--- src/rtl/golden_nonce_tx.sv ---
// golden_nonce_tx: buffers golden-nonce pulses in a FIFO and reports each as a UART 8N1 frame, MSB byte first.
// Optional feature: define GOLDEN_NONCE_TX_CHECKSUM_EN to append an XOR checksum byte to every frame.
module golden_nonce_tx #(
    parameter int unsigned CLKS_PER_BIT = 868,
    parameter int unsigned FIFO_LOG2    = 2
) (
    input  logic                 clk,
    input  logic                 rst_n,
    input  logic                 golden_valid,
    input  logic [31:0]          golden_nonce,
    output logic                 tx,
    output logic                 busy,
    output logic                 overflow,
    output logic [FIFO_LOG2:0]   fifo_count
);

    localparam int unsigned DEPTH = 1 << FIFO_LOG2;
    localparam int unsigned CW    = FIFO_LOG2 + 1;
    localparam int unsigned PW    = FIFO_LOG2;
    localparam int unsigned TW    = 16;
`ifdef GOLDEN_NONCE_TX_CHECKSUM_EN
    localparam int unsigned LAST_BYTE = 4;
`else
    localparam int unsigned LAST_BYTE = 3;
`endif

    typedef enum logic [1:0] {
        S_IDLE  = 2'd0,
        S_START = 2'd1,
        S_DATA  = 2'd2,
        S_STOP  = 2'd3
    } state_t;

    state_t            r_state;
    logic [31:0]       r_mem [DEPTH];
    logic [PW-1:0]     r_wr_ptr;
    logic [PW-1:0]     r_rd_ptr;
    logic [TW-1:0]     r_timer;
    logic [2:0]        r_bit_idx;
    logic [2:0]        r_byte_idx;
    logic [31:0]       r_shift;
`ifdef GOLDEN_NONCE_TX_CHECKSUM_EN
    logic [7:0]        r_csum;
`endif

    logic              w_full;
    logic              w_pop;
    logic              w_push;
    logic              w_tick;
    logic              w_last_byte;
    logic              w_frame_done;
    logic [7:0]        w_cur_byte;
    logic [31:0]       w_head;
    logic [CW-1:0]     w_count_nxt;
    logic              w_busy_nxt;

    // FIFO handshake, bit timing and next-cycle occupancy/busy
    always_comb begin
        w_full       = (fifo_count == CW'(DEPTH));
        w_pop        = (r_state == S_IDLE) && (fifo_count != '0);
        w_push       = golden_valid && (!w_full || w_pop);
        w_tick       = (r_timer == TW'(CLKS_PER_BIT - 1));
        w_last_byte  = (r_byte_idx == 3'(LAST_BYTE));
        w_frame_done = (r_state == S_STOP) && w_tick && w_last_byte;
        w_head       = r_mem[r_rd_ptr];
        w_cur_byte   = r_shift[31:24];
`ifdef GOLDEN_NONCE_TX_CHECKSUM_EN
        if (r_byte_idx == 3'd4) begin
            w_cur_byte = r_csum;
        end
`endif
        w_count_nxt = fifo_count;
        if (w_push && !w_pop) begin
            w_count_nxt = fifo_count + CW'(1);
        end else if (w_pop && !w_push) begin
            w_count_nxt = fifo_count - CW'(1);
        end
        w_busy_nxt = (w_count_nxt != '0) || w_pop || ((r_state != S_IDLE) && !w_frame_done);
    end

    // Storage has no reset; stale entries are unreachable once the pointers clear
    always_ff @(posedge clk) begin
        if (w_push) begin
            r_mem[r_wr_ptr] <= golden_nonce;
        end
    end

    always_ff @(posedge clk) begin
        if (!rst_n) begin
            r_state    <= S_IDLE;
            r_wr_ptr   <= '0;
            r_rd_ptr   <= '0;
            r_timer    <= '0;
            r_bit_idx  <= '0;
            r_byte_idx <= '0;
            r_shift    <= '0;
`ifdef GOLDEN_NONCE_TX_CHECKSUM_EN
            r_csum     <= '0;
`endif
            tx         <= 1'b1;
            busy       <= 1'b0;
            overflow   <= 1'b0;
            fifo_count <= '0;
        end else begin
            if (w_push) begin
                r_wr_ptr <= r_wr_ptr + PW'(1);
            end
            if (golden_valid && w_full && !w_pop) begin
                overflow <= 1'b1;
            end
            fifo_count <= w_count_nxt;
            busy       <= w_busy_nxt;

            // tx is loaded with the level of the state being entered
            case (r_state)
                S_IDLE: begin
                    tx <= 1'b1;
                    if (w_pop) begin
                        r_shift    <= w_head;
                        r_rd_ptr   <= r_rd_ptr + PW'(1);
`ifdef GOLDEN_NONCE_TX_CHECKSUM_EN
                        r_csum     <= w_head[31:24] ^ w_head[23:16] ^ w_head[15:8] ^ w_head[7:0];
`endif
                        r_timer    <= '0;
                        r_byte_idx <= '0;
                        r_state    <= S_START;
                        tx         <= 1'b0;
                    end
                end
                S_START: begin
                    if (w_tick) begin
                        r_timer   <= '0;
                        r_bit_idx <= '0;
                        r_state   <= S_DATA;
                        tx        <= w_cur_byte[0];
                    end else begin
                        r_timer <= r_timer + TW'(1);
                    end
                end
                S_DATA: begin
                    if (w_tick) begin
                        r_timer <= '0;
                        if (r_bit_idx == 3'd7) begin
                            r_state <= S_STOP;
                            tx      <= 1'b1;
                        end else begin
                            r_bit_idx <= r_bit_idx + 3'd1;
                            tx        <= w_cur_byte[r_bit_idx + 3'd1];
                        end
                    end else begin
                        r_timer <= r_timer + TW'(1);
                    end
                end
                S_STOP: begin
                    if (w_tick) begin
                        r_timer <= '0;
                        if (w_last_byte) begin
                            r_state <= S_IDLE;
                            tx      <= 1'b1;
                        end else begin
                            r_byte_idx <= r_byte_idx + 3'd1;
                            r_shift    <= {r_shift[23:0], 8'h00};
                            r_state    <= S_START;
                            tx         <= 1'b0;
                        end
                    end else begin
                        r_timer <= r_timer + TW'(1);
                    end
                end
                default: begin
                    r_state <= S_IDLE;
                    tx      <= 1'b1;
                end
            endcase
        end
    end

endmodule

--- config.mk ---
export PLATFORM = sky130hd
export DESIGN_NAME = golden_nonce_tx
export DESIGN_NICKNAME = d
export VERILOG_FILES = /design/src/rtl/golden_nonce_tx.sv
export SDC_FILE = /design/constraint.sdc
export NUM_CORES = 1
export LEC_CHECK = 0
export ABC_AREA = 1
export CAP_MARGIN = 10
export CORE_MARGIN = 3
export CORE_UTILIZATION = 56
export DETAILED_ROUTE_END_ITERATION = 12
export PLACE_DENSITY_LB_ADDON = 0.25
export SYNTH_ARGS = -nofsm -noshare
export SYNTH_HDL_FRONTEND = slang
export SYNTH_SLANG_ARGS = --single-unit
--- constraint.sdc ---
create_clock -name clk -period 8.3 [get_ports clk]
set_input_delay 2.075 -clock clk [delete_from_list [all_inputs] [get_ports clk]]
set_output_delay 2.075 -clock clk [all_outputs]
set_load 0.02 [all_outputs]
After elaboration in Yosys (flattened, before gate mapping)
Memory sizes are Yosys's and may differ from the RTL's. A register that Yosys moved wholly into a read port is not among the register bits.
Cells that the tools add are included.
{"block": "totals", "ff_bits": 66, "latchBits": 0, "mem_bits_rw": 128, "mem_bits_ro": 0, "out_inout_bits": 6, "word_cells": 99, "n_memories": 1}
{"block": "op_classes", "addsub": 7, "multipliers": 0, "div_mod_pow": 0, "magnitude_cmp": 1, "n_eq_ne": 14, "n_shift": 0, "mux": 37, "bitwise_logic": 0, "n_reduce_logical": 28}
{"memory": "r_mem", "words": 4, "width": 32, "rd": 1, "rd_clocked_by_memory_dff": 1, "wr": 1, "line": "35", "rtl": "logic [31:0] r_mem [DEPTH];"}
{"cell": "$mux W32", "count": 3}
{"cell": "$pmux W32 S2", "count": 1}
{"cell": "$mux W16", "count": 2}
{"cell": "$pmux W16 S2", "count": 1}
{"cell": "$mux W3", "count": 8}
{"cell": "$add A16 B1 Y16 const B", "count": 1}
{"cell": "$eq A16 B10 Y1 const B", "count": 1}
{"cell": "$mux W2", "count": 7}
{"cell": "$ne A2 B2 Y1 const B", "count": 7}
{"cell": "$pmux W3 S2", "count": 2}
{"cell": "$mux W1", "count": 10}
{"cell": "$add A3 B1 Y3 const B", "count": 3}
{"cell": "$logic_and A1 B1 Y1", "count": 9}
{"cell": "$pmux W2 S4", "count": 1}
{"cell": "$reduce_and A4 Y1", "count": 2}
{"cell": "$eq A3 B3 Y1 const B", "count": 2}
{"cell": "$reduce_bool A2 Y1", "count": 3}
{"cell": "$reduce_bool A3 Y1", "count": 2}
{"cell": "$reduce_and A5 Y1", "count": 1}
{"cell": "$add A2 B1 Y2 const B", "count": 2}
{"cell": "$eq A2 B2 Y1 const B", "count": 2}
{"cell": "$logic_not A1 Y1", "count": 4}
{"cell": "$lt A3 B4 Y1 const B", "count": 1}
{"cell": "$pmux W1 S4", "count": 1}
{"cell": "other kinds (9)", "count": 11}

Depth between registers and ports, before layout
Gate-level depths: netlist (run 1).
{"block": "logic_depth", "depth_word": 11, "depth_mapped": 12}

Least setup slack after synthesis (run 1)
No wires, ideal clock.
{"block": "synth_timing", "kind": "in2reg", "startpoint": "in golden_valid", "endpoint": "mem r_mem[0][0] (enable)", "setup_ns": 0.421, "t_arrival_ns": 3.581, "required_time_ns": 7.879, "slack_ns": 4.298, "stages": 2, "path_buffers": 0, "cell_sequence": "nand2_1 nor2_1"}
{"block": "synth_between", "elab_chain_len": 3}
{"element": "start: declaration", "line": "9", "rtl": "input logic golden_valid,"}
{"element": "$logic_and A1 B1 Y1", "line": "61", "rtl": "w_push = golden_valid && (!w_full || w_pop);"}
{"element": "$mux W1", "line": "83", "rtl": "if (w_push) begin"}
{"element": "$mux W1 (not written as such)", "line": "84", "rtl": "r_mem[r_wr_ptr] <= golden_nonce;"}
{"element": "end: declaration", "line": "35"}
Every way passes these cells.

Final worst setup path (run 1)
{"block": "layout_timing", "startpoint": "in golden_valid", "endpoint": "mem r_mem[0][30] (enable)"}
The elaborated chain is that of the path after synthesis.

==> results by group, run 1 <==
Setup path
  • Worst R2R Start: r_state[0]
  • Startpoint Class: input port
  • Worst R2R End: r_byte_idx[0]
  • CP peak stage delay: 0.54 ns
  • Critical Path Fanout Max: 23
  • Cell family with most CP delay: buffers and inverters
  • CP Capture Type: register
  • Levels on crit path: 4
  • Crit-path cells: clkdlybuf4s50_1 -> nand2_1 -> nor2_2 -> buf_4
  • CP Data Required Time: 8.40 ns
  • Critical Path Start: golden_valid
  • Crit Path Category: in2reg
  • Reg2reg setup slack: 5.14 ns
  • Slowest cell on the critical path: nor2_2
  • Worst Path Buf+Inv: 2
  • CP endpoint: r_mem[0][30]
  • Crit path DAT: 3.84 ns
  • R2R cell count: 8

Floorplan
  • Die H: 129 µm
  • Initial Util: 57.8%
  • Core area: 0.0147 mm²
  • DIE AREA: 0.0167 mm²
  • FP Rows: 44
  • IO Pins: 41
  • Die width: 129 µm

STA
  • Slew Limit Fails: 0
  • Fmax: 267 MHz
  • Normalized max-slew margin: 30.9%
  • Setup TNS: 0 ns
  • Final clock skew: 0.00733 ns
  • Slack of the critical path: 4.56 ns
  • RSZ-0062 raised after global routing: false
  • Worst-margin pin slew: 1.03 ns
  • Setup violations, final: 0
  • Final hold violation count: 0
  • Period utilisation layout: 45.1%
  • Post-route minimum period: 3.74 ns

Clocking
  • # Post-CTS Setup Buffers: 0
  • Clock sink count: 196
  • PostCTS Resize Cnt: 0
  • # hold bufs at CTS: 0
  • Num CTS Buffers: 17
  • H-tree depth: 4
  • Clock transition at path regs: 0.07 ns
  • Clk_lat worst skew: 0.43 ns
  • Max Buffers Root-to-Sink: 2
  • CTS root buffer: clkbuf_16
  • CTS tree: done

Run status
  • Status: finished, final reports clean

Yosys
  • Netlist Area Pre-Place: 0.00850 mm²
  • Top cells by count, synth: 190 x nand2_1, 172 x nor2_1, 128 x edfxtp_1
  • Total of warnings raised by yosys: 0
  • Post-synth EDFFs: 128
  • #FFs+latches synth: 196
  • Yosys top cell by area: edfxtp_1
  • Post-synthesis sequential area ratio: 61.2%
  • Post-synth cell types: 31
  • Ys flop type: edfxtp_1
  • Post-Syn Area per Cell: 9.15 µm²
  • Share of the synthesized area in the top cell type: 45.2%
  • Gate Count Post-Synth: 929
  • Area contributors post-synth: edfxtp_1 45%, dfxtp_1 16%, nand2_1 8.4%
  • Most frequent cell after synthesis: nand2_1
  • Post-Syn Nets: 981
  • Share of flip-flops with an asynchronous set or reset: 0%

Route
  • Final ANT Viol Nets: 0
  • DRC: 0
  • Vias post-DR: 6119
  • Routed wire per std cell: 14.5 µm
  • Via density per instance: 5.31
  • 1st-iter DRT viols: 355
  • Pre-Repair DR Iteration Count: 8
  • WL final: 16.7 mm

GRT
  • Vias in the first global route: 5720
  • GR Util All Layers: 20.9%
  • Largest net degree at the start of global routing: 65
  • First-pass GRT wire length: 27.6 mm
  • GRT overflow: 0
  • Initial antenna violation count: 0

Worst hold path
  • Hold Crit Class: reg2reg
  • Hold Path Stages: 2

Placement
  • GPL Wtd Cong: 0.891
  • Port Buffers: 40
  • Pre-CTS setup slack: 4.10 ns
  • HPWL Detailed: 10.5 mm

Power
  • Leak: 3.76 nW
  • PD cells: 323 mW/mm²
  • Peak supply drop: 238 µV

Finish
  • Layout cells sized above 1: 5.99%
  • # diodes: 0
  • # nets final: 1008
  • Area delta synth->final: 13.2%

Job
  • Max_cap viols: 0
[cells in the final DEF (no fill, tap or decap), types with 2 or more instances in the layout]
master	instances
inv_2	3
edfxtp_1	128
clkbuf_16	17
o21ai_0	106
xor2_1	4
nand3_1	44
inv_6	4
nand2_2	4
dfxtp_1	67
inv_1	79
o22ai_1	14
buf_4	8
nand4_1	4
nor2_2	6
nand2_1	190
o21a_1	3
a21oi_1	30
nand3b_1	2
bufinv_16	2
inv_8	3
nor2_1	168
clkinvlp_4	3
or2_2	3
clkdlybuf4s50_1	40
clkinv_1	2
o21ai_1	8
ha_1	17
[per-layer routing]
metal	up-vias	global-route usage (%)	part of all wire, %
li1	3127	-	-
met1	2820	28.3	46
met2	148	34.4	48
met3	24	3.79	4.5
met4	0	6.86	1.8
met5	-	0	0
[worst min-delay path by stage]
stage                  startpoint       endpoint  slack, ns
floorplan              r_shift[0]     r_shift[0]       0.44
global placement       r_shift[5]     r_shift[5]       0.45
detailed placement  r_byte_idx[2]  r_byte_idx[2]       0.46
CTS                 r_byte_idx[2]  r_byte_idx[2]       0.47
global route           r_shift[0]     r_shift[0]       0.49
finish              r_byte_idx[2]  r_byte_idx[2]       0.46
[power by group]
| group | switching [W] | internal (W) |
|---|---|---|
| Clock | 0.000371 | 0.000452 |
| Combinational | 0.000718 | 0.000343 |
| Sequential | 0.0000585 | 0.00117 |
[sequential cells by signal, indices dropped and copies added, names as in the netlist, named ones only]
signal / cells
overflow: 1
r_byte_idx: 3
fifo_count: 3
tx: 1
r_timer: 16
r_rd_ptr: 2
r_mem: 128
r_shift: 32
r_state: 2
busy: 1
r_wr_ptr: 2
r_bit_idx: 3
[final cells by class]
type / count / area, µm²
tap: 184 / 230
inverter: 83 / 312
multi-input combinational: 610 / 2820
clock inverter: 15 / 169
sequential: 196 / 5210
clock buffer: 17 / 425
fill: 1200 / 5080
timing repair buffer: 48 / 460
[worst register-to-register path: stages, from the launching register on]
cell	delay (ns)
dfxtp_1	0.43
inv_1	0.13
ha_1	0.32
nand3_2	0.22
inv_1	0.25
nor2_2	0.50
nand2_2	0.72
o21ai_0	0.42
nor2_1	0.06
[per-stage QoR]
step	cell area, µm²	hold slack [ns]	utilization (%)	power [W]	instances
after floorplan	8500	0.440	-	0.00206	929
after global placement	9030	0.450	61.4	0.00229	1121
after detailed placement	9030	0.456	61.4	0.00231	1121
after CTS	9620	0.466	65.5	0.00313	1153
after global routing	9620	0.488	65.5	0.00335	1153
final	9620	0.464	65.5	0.00311	1153
[cell families after synthesis]
| family | Yosys count | synth area share [%] |
|---|---|---|
| AO/OA/AOI/OAI | 165 | 10.1 |
| XOR/XNOR | 5 | 0.515 |
| adder cells (fa/ha/maj) | 17 | 2.50 |
| buffers and inverters | 123 | 5.75 |
| flip-flops | 196 | 61.2 |
| AND/OR/NAND/NOR | 423 | 19.9 |
Note: power is estimated with default switching activity, not from simulation.
==> run 2: changes to the inputs <==
--- a/config.mk
+++ b/config.mk
@@ -8,7 +8,7 @@
 export ABC_AREA = 1
 export CAP_MARGIN = 10
 export CORE_MARGIN = 3
-export CORE_UTILIZATION = 56
+export CORE_UTILIZATION = 54
 export DETAILED_ROUTE_END_ITERATION = 12
 export PLACE_DENSITY_LB_ADDON = 0.25
 export SYNTH_ARGS = -nofsm -noshare
==> constraint.sdc (replaced) <==
create_clock -name clk -period 3 [get_ports clk]
set_input_delay 0.75 -clock clk [delete_from_list [all_inputs] [get_ports clk]]
set_output_delay 0.75 -clock clk [all_outputs]
set_load 0.02 [all_outputs]
==> run 2 against run 1 <==
Effect of this change:
- setup slack worse by 4.0 ns
- clock power rose to 2.7 times the previous value
- clock skew up 0.0064 ns
- combinational power rose to 2.9 times the previous value
- critical endpoint is now r_shift[17]
- largest cell class unchanged
==> results by group, run 2 (same netlist as run 1, synthesis figures left out) <==
Run status
  • Status: finished, final reports clean

GRT
  • First-pass GRT wire length: 28.5 mm (+3.3%)
  • GR Util All Layers: 20.4% (-0.47 points)
  • GRT overflow: 0 (unchanged)
  • Vias in the first global route: 5906 (+3.3%)
  • Initial antenna violation count: 0 (unchanged)
  • Largest net degree at the start of global routing: 65 (unchanged)

STA
  • Slew Limit Fails: 0 (unchanged)
  • Period utilisation layout: 83.1%
  • Final hold violation count: 0 (unchanged)
  • Post-route minimum period: 2.49 ns
  • Setup violations, final: 0 (unchanged)
  • Slack of the critical path: 0.507 ns (-4.05 ns)
  • Normalized max-slew margin: 47.0% (+16 points)
  • Fmax: 401 MHz
  • Worst-margin pin slew: 0.794 ns (-0.238 ns)
  • RSZ-0062 raised after global routing: false
  • Final clock skew: 0.0137 ns (+0.00635 ns)
  • Setup TNS: 0 ns (unchanged)

Route
  • WL final: 17.3 mm (+3.6%)
  • Via density per instance: 5.21 (-1.8%)
  • 1st-iter DRT viols: 559 (+57%)
  • Vias post-DR: 6204 (+1.4%)
  • Routed wire per std cell: 14.5 µm (+0.34%)
  • Pre-Repair DR Iteration Count: 4 (-4)
  • DRC: 0 (unchanged)
  • Final ANT Viol Nets: 0 (unchanged)

Clocking
  • PostCTS Resize Cnt: 0 (unchanged)
  • Clk_lat worst skew: 0.43 ns (about the same)
  • CTS tree: done
  • # hold bufs at CTS: 0 (unchanged)
  • CTS root buffer: clkbuf_16
  • H-tree depth: 4 (unchanged)
  • Num CTS Buffers: 17 (unchanged)
  • Max Buffers Root-to-Sink: 2 (unchanged)
  • Clock sink count: 196 (unchanged)
  • Clock transition at path regs: 0.07 ns (about the same)
  • # Post-CTS Setup Buffers: 0 (unchanged)

Finish
  • Largest register by flop count: r_mem
  • # diodes: 0 (unchanged)
  • # nets final: 1018 (+0.99%)
  • Final std cells w/o fill: 1190 (+3.2%)
  • Max FFs per register: 128 (unchanged)
  • Commonest cells after routing, fill and taps aside: 190 x nand2_1, 168 x nor2_1, 128 x edfxtp_1
  • Area delta synth->final: 14.5%
  • FILL cells: 1306 (+8.8%)
  • Largest regs: r_mem (128), r_shift (32), r_timer (16)
  • Layout cells sized above 1: 6.74% (+0.76 points)
  • Most common cell after layout, fill and taps aside: nand2_1

Floorplan
  • Die H: 131 µm (+1.7%)
  • Core area: 0.0153 mm² (+4.2%)
  • FP Rows: 45 (+2.3%)
  • Initial Util: 55.5% (-2.3 points)
  • DIE AREA: 0.0173 mm² (+3.5%)
  • IO Pins: 41 (unchanged)
  • Die width: 131 µm (+1.7%)

Job
  • Max_cap viols: 0 (unchanged)

Setup path
  • Critical Path Fanout Max: 34 (+48%)
  • CP Capture Type: register
  • CP Data Required Time: 3.32 ns (-5.08 ns)
  • CP peak stage delay: 0.52 ns (-0.02 ns)
  • Crit Path Category: reg2reg
  • Slowest cell on the critical path: nor2_2
  • Startpoint Class: register
  • Crit-path cells: inv_1 -> ha_1 -> nand3_2 -> inv_1 -> nor2_2 -> nand2_2 -> buf_4 -> nor2_1 -> nor2_1
  • Crit path DAT: 2.82 ns (-1.02 ns)

Power
  • PD cells: 885 mW/mm² (+170%)
  • Peak supply drop: 497 µV (+110%)
  • Leak: 3.81 nW (+1.3%)

Placement
  • Pre-CTS setup slack: 0.516 ns (-3.58 ns)
  • Port Buffers: 40 (unchanged)
  • DP Cell Count: 1158 (+3.3%)
  • GPL Wtd Cong: 0.871 (-2.3%)
  • HPWL Detailed: 10.7 mm (+1.4%)

Worst hold path
  • Hold Crit Class: reg2reg
-- run 2: cell types whose count changed in the layout (fill, tap and decap cells not counted) --
| cell | change |
|---|---|
| buf_4 | +9 |
| nor2_2 | -4 |
| nor2_4 | +4 |
| inv_6 | -3 |
| inv_8 | +3 |
| buf_12 | +1 |
| bufinv_16 | -1 |
| clkbuf_1 | +1 |
| clkinv_1 | +1 |
| clkinv_2 | +1 |
| clkinv_4 | -1 |
| clkinvlp_2 | -1 |
-- run 2: metrics by stage --
step	hold WS [ns]	instance area (µm²)	power, W	util (%)
finish	0.464	9740	0.00862	63.6
global route	0.488	9740	0.00922	63.6
CTS	0.468	9740	0.00867	63.6
detailed placement	0.454	9170	0.00645	59.9
global placement	0.448	9170	0.00636	59.9
floorplan	0.440	8500	0.00571	-
-- run 2: path summary, 6_finish.rpt --
path | start | end | slack (ns) | cells past startpoint
setup / recovery | r_state[0] | r_shift[17] | 0.51 | 9
hold / removal | overflow | overflow | 0.46 | 1
setup reg to reg | r_state[0] | r_shift[17] | 0.51 | 9
hold reg to reg | overflow | overflow | 0.46 | 1
-- run 2: where the power goes --
part / switching [W] / internal, W / total, W / leakage [nW]
clock: 0.00104 / 0.00117 / 0.00221 / 0.273
combinational: 0.00203 / 0.000993 / 0.00303 / 1.80
sequential: 0.000147 / 0.00324 / 0.00338 / 1.73
total: 0.00322 / 0.00540 / 0.00862 / 3.81
-- run 2: cell type report --
type | instances | area (µm²) | area share, %
flip-flops and latches | 196 | 5210 | 53.5
multi-input cells | 610 | 2840 | 29.1
repair buffers | 58 | 548 | 5.63
clock buffers | 18 | 429 | 4.41
inverters | 83 | 312 | 3.20
well taps | 211 | 264 | 2.71
clock inverters | 14 | 141 | 1.45
-- run 2: routing by layer --
metal	routed length, µm	part of all wire [%]	global-route usage [%]	vias up
met3	734	4.2	4.48	34
met4	383	2.2	6.83	0
met1	7460	43	25.4	2903
li1	-	-	-	3138
met2	8690	50	35.4	129
met5	0	0	0	-
-- run 2: critical path, delay by kind of cell (launching register included) --
kind / cells / cell delay (ns)
buffers and inverters: 3 / 0.60
DFF: 1 / 0.40
adders and majority gates: 1 / 0.29
and+or+nand+nor: 5 / 1.07
==> run 3: changes to the inputs <==
--- a/config.mk
+++ b/config.mk
@@ -8,7 +8,7 @@
 export ABC_AREA = 1
 export CAP_MARGIN = 10
 export CORE_MARGIN = 3
-export CORE_UTILIZATION = 54
+export CORE_UTILIZATION = 56
 export DETAILED_ROUTE_END_ITERATION = 12
 export PLACE_DENSITY_LB_ADDON = 0.25
 export SYNTH_ARGS = -nofsm -noshare
==> constraint.sdc (replaced) <==
create_clock -name clk -period 2.51 [get_ports clk]
set_input_delay 0.6275 -clock clk [delete_from_list [all_inputs] [get_ports clk]]
set_output_delay 0.6275 -clock clk [all_outputs]
set_load 0.02 [all_outputs]
==> run 3 against run 2 <==
Effect of this change:
- first-iteration DRC count down 0.89%
- non-clock buffer count rose by 4
- sequential power increased by 19%
- via count rose by 0.93%
- clock skew is 0.00085 ns lower
- sequential cell count unchanged
- global-route usage up 1.6 points
- worst hold slack lost 0.0027 ns
- critical path type unchanged
- largest cell class unchanged
- highest routed layer unchanged
==> results by group, run 3 (same netlist as run 1, synthesis figures left out) <==
Finish
  • # nets final: 1022 (+0.39%)
  • Design Area, Final: 0.00981 mm² (+0.73%)
  • Commonest cells after routing, fill and taps aside: 190 x nand2_1, 168 x nor2_1, 128 x edfxtp_1
  • # diodes: 0 (unchanged)
  • Area delta synth->final: 15.4%
  • Largest register by flop count: r_mem
  • Max FFs per register: 128 (unchanged)
  • Layout cells sized above 1: 7.32% (+0.58 points)
  • FILL cells: 1125 (-14%)
  • Most common cell after layout, fill and taps aside: nand2_1
  • Final std cells w/o fill: 1167 (-1.9%)
  • Sequential Area: 0.00521 mm² (unchanged)
  • Largest regs: r_mem (128), r_shift (32), r_timer (16)
  • Area of the multi-input gates: 0.00282 mm² (-0.71%)

Floorplan
  • DIE AREA: 0.0167 mm² (-3.4%)
  • Die width: 129 µm (-1.7%)
  • Core area: 0.0147 mm² (-4.0%)
  • IO Pins: 41 (unchanged)
  • Die H: 129 µm (-1.7%)
  • FP Rows: 44 (-2.2%)
  • Initial Util: 57.8% (+2.3 points)

Power
  • Power share of the sequential group: 38.2% (-1.0 points)
  • Clock Power Share: 25.6% (about the same)
  • Leak: 3.87 nW (+1.6%)
  • Net Sw Frac: 37.1% (-0.20 points)
  • Net Switching: 0.00393 W (+22%)
  • Peak supply drop: 647 µV (+30%)
  • Comb power frac: 36.2% (+1.1 points)
  • Internal Pwr Total: 0.00665 W (+23%)
  • PD cells: 1080 mW/mm² (+22%)

Route
  • Via density per instance: 5.37 (+2.9%)
  • Final ANT Viol Nets: 0 (unchanged)
  • Routed wire per std cell: 14.9 µm (+3.0%)
  • WL final: 17.4 mm (+0.97%)
  • DRC: 0 (unchanged)
  • Pre-Repair DR Iteration Count: 5 (+1)
  • 1st-iter DRT viols: 554 (-0.89%)
  • Vias post-DR: 6262 (+0.93%)

Setup path
  • Crit Path Category: reg2reg
  • Crit path DAT: 2.35 ns (-0.47 ns)
  • CP Capture Type: register
  • Startpoint Class: register
  • Critical Path Start: r_state[0]
  • CP most frequent cell: inv_1
  • Crit-path cells: inv_1 -> ha_1 -> inv_1 -> nand3_1 -> nand2_1 -> nor2_2 -> buf_4
  • Worst R2R Start: r_state[0]
  • CP peak stage delay: 0.35 ns (-0.17 ns)
  • CP Data Required Time: 2.64 ns (-0.68 ns)
  • Critical Path Fanout Max: 15 (-56%)
  • Slowest cell on the critical path: dfxtp_1

STA
  • Fmax: 450 MHz (+12%)
  • Worst-margin pin slew: 0.649 ns (-0.144 ns)
  • RSZ-0062 raised after global routing: false
  • Normalized max-slew margin: 56.7% (+9.7 points)
  • Slack of the critical path: 0.289 ns (-0.218 ns)
  • Final clock skew: 0.0128 ns (-0.000850 ns)
  • Slew Limit Fails: 0 (unchanged)
  • Setup violations, final: 0 (unchanged)
  • Period utilisation layout: 88.5% (+5.4 points)
  • Post-route minimum period: 2.22 ns (-0.272 ns)
  • Final hold violation count: 0 (unchanged)

Placement
  • DP Cell Count: 1135 (-2.0%)
  • Pre-CTS setup slack: 0.258 ns (-0.257 ns)
  • GPL Wtd Cong: 0.917 (+5.3%)
  • Port Buffers: 40 (unchanged)
  • DP Area: 0.00922 mm² (+0.56%)
  • HPWL Detailed: 11.0 mm (+2.8%)

Clocking
  • Max Buffers Root-to-Sink: 2 (unchanged)
  • # Post-CTS Setup Buffers: 0 (unchanged)
  • Clock transition at path regs: 0.07 ns (about the same)
  • Clock sink count: 196 (unchanged)
  • CTS root buffer: clkbuf_16
  • Clk_lat worst skew: 0.44 ns (about the same)
  • H-tree depth: 4 (unchanged)
  • CTS tree: done
  • Num CTS Buffers: 17 (unchanged)
  • PostCTS Resize Cnt: 0 (unchanged)
  • # hold bufs at CTS: 0 (unchanged)

GRT
  • Initial antenna violation count: 0 (unchanged)
  • Largest net degree at the start of global routing: 65 (unchanged)
  • First-pass GRT wire length: 28.7 mm (+0.90%)
  • Vias in the first global route: 5971 (+1.1%)
  • GR Util All Layers: 22.1% (+1.6 points)
  • GRT overflow: 0 (unchanged)

Worst hold path
  • Hold Crit Class: reg2reg
  • Hold path startpoint: r_byte_idx[2]

Job
  • Max_cap viols: 0 (unchanged)

Run status
  • Status: finished, final reports clean
## run 3: cell count changes in the layout (fill, tap and decap cells not counted), moves of 3 or more
cell and delta:
nor2_2 +4, inv_8 -3, inv_6 +4, buf_12 +6, nor2_4 -4
## run 3: power by group through the flow
stage	clock network (W)	registers (W)	logic, W
final	0.00271	0.00403	0.00383
after global routing	0.00288	0.00407	0.00437
after CTS	0.00275	0.00403	0.00384
after detailed placement	0	0.00410	0.00382
after global placement	0	0.00409	0.00374
after floorplan	0	0.00411	0.00271
## run 3: final timing paths
check	slack [ns]	cells after the start	end
hold / removal	0.46	2	r_byte_idx[2]
setup reg to reg	0.29	7	r_mem[2][31]
setup / recovery	0.29	7	r_mem[2][31]
hold reg to reg	0.46	2	r_byte_idx[2]
## run 3: routing by layer
metal	up-vias	GRT usage [%]	wire length [µm]
met5	-	0	0
met4	0	8.15	389
met3	36	4.58	860
met2	161	37.4	8620
met1	2908	28.1	7570
li1	3157	-	-
## run 3: stage by stage
step | util (%) | hold slack (ns) | total power (W) | setup TNS, ns
detailed placement | 62.7 | 0.456 | 0.00792 | 0
floorplan | - | 0.440 | 0.00683 | -49.52
CTS | 66.7 | 0.466 | 0.0106 | 0
global placement | 62.7 | 0.450 | 0.00783 | 0
finish | 66.7 | 0.461 | 0.0106 | 0
global route | 66.7 | 0.494 | 0.0113 | 0
## run 3: critical path, delay by kind of cell, from the launching register on
| kind | cells | cell delay, ns |
|---|---|---|
| adders and majority gates | 1 | 0.30 |
| buffers and inverters | 3 | 0.60 |
| DFF | 1 | 0.35 |
| and+or+nand+nor | 3 | 0.65 |
## run 3: area by class of cell
type | instances | share of cell area, %
timing repair buffer | 62 | 6.66
clock inverter | 15 | 1.68
clock buffer | 17 | 4.34
sequential | 196 | 53.1
tap | 184 | 2.35
multi-input combinational | 610 | 28.7
inverter | 83 | 3.18
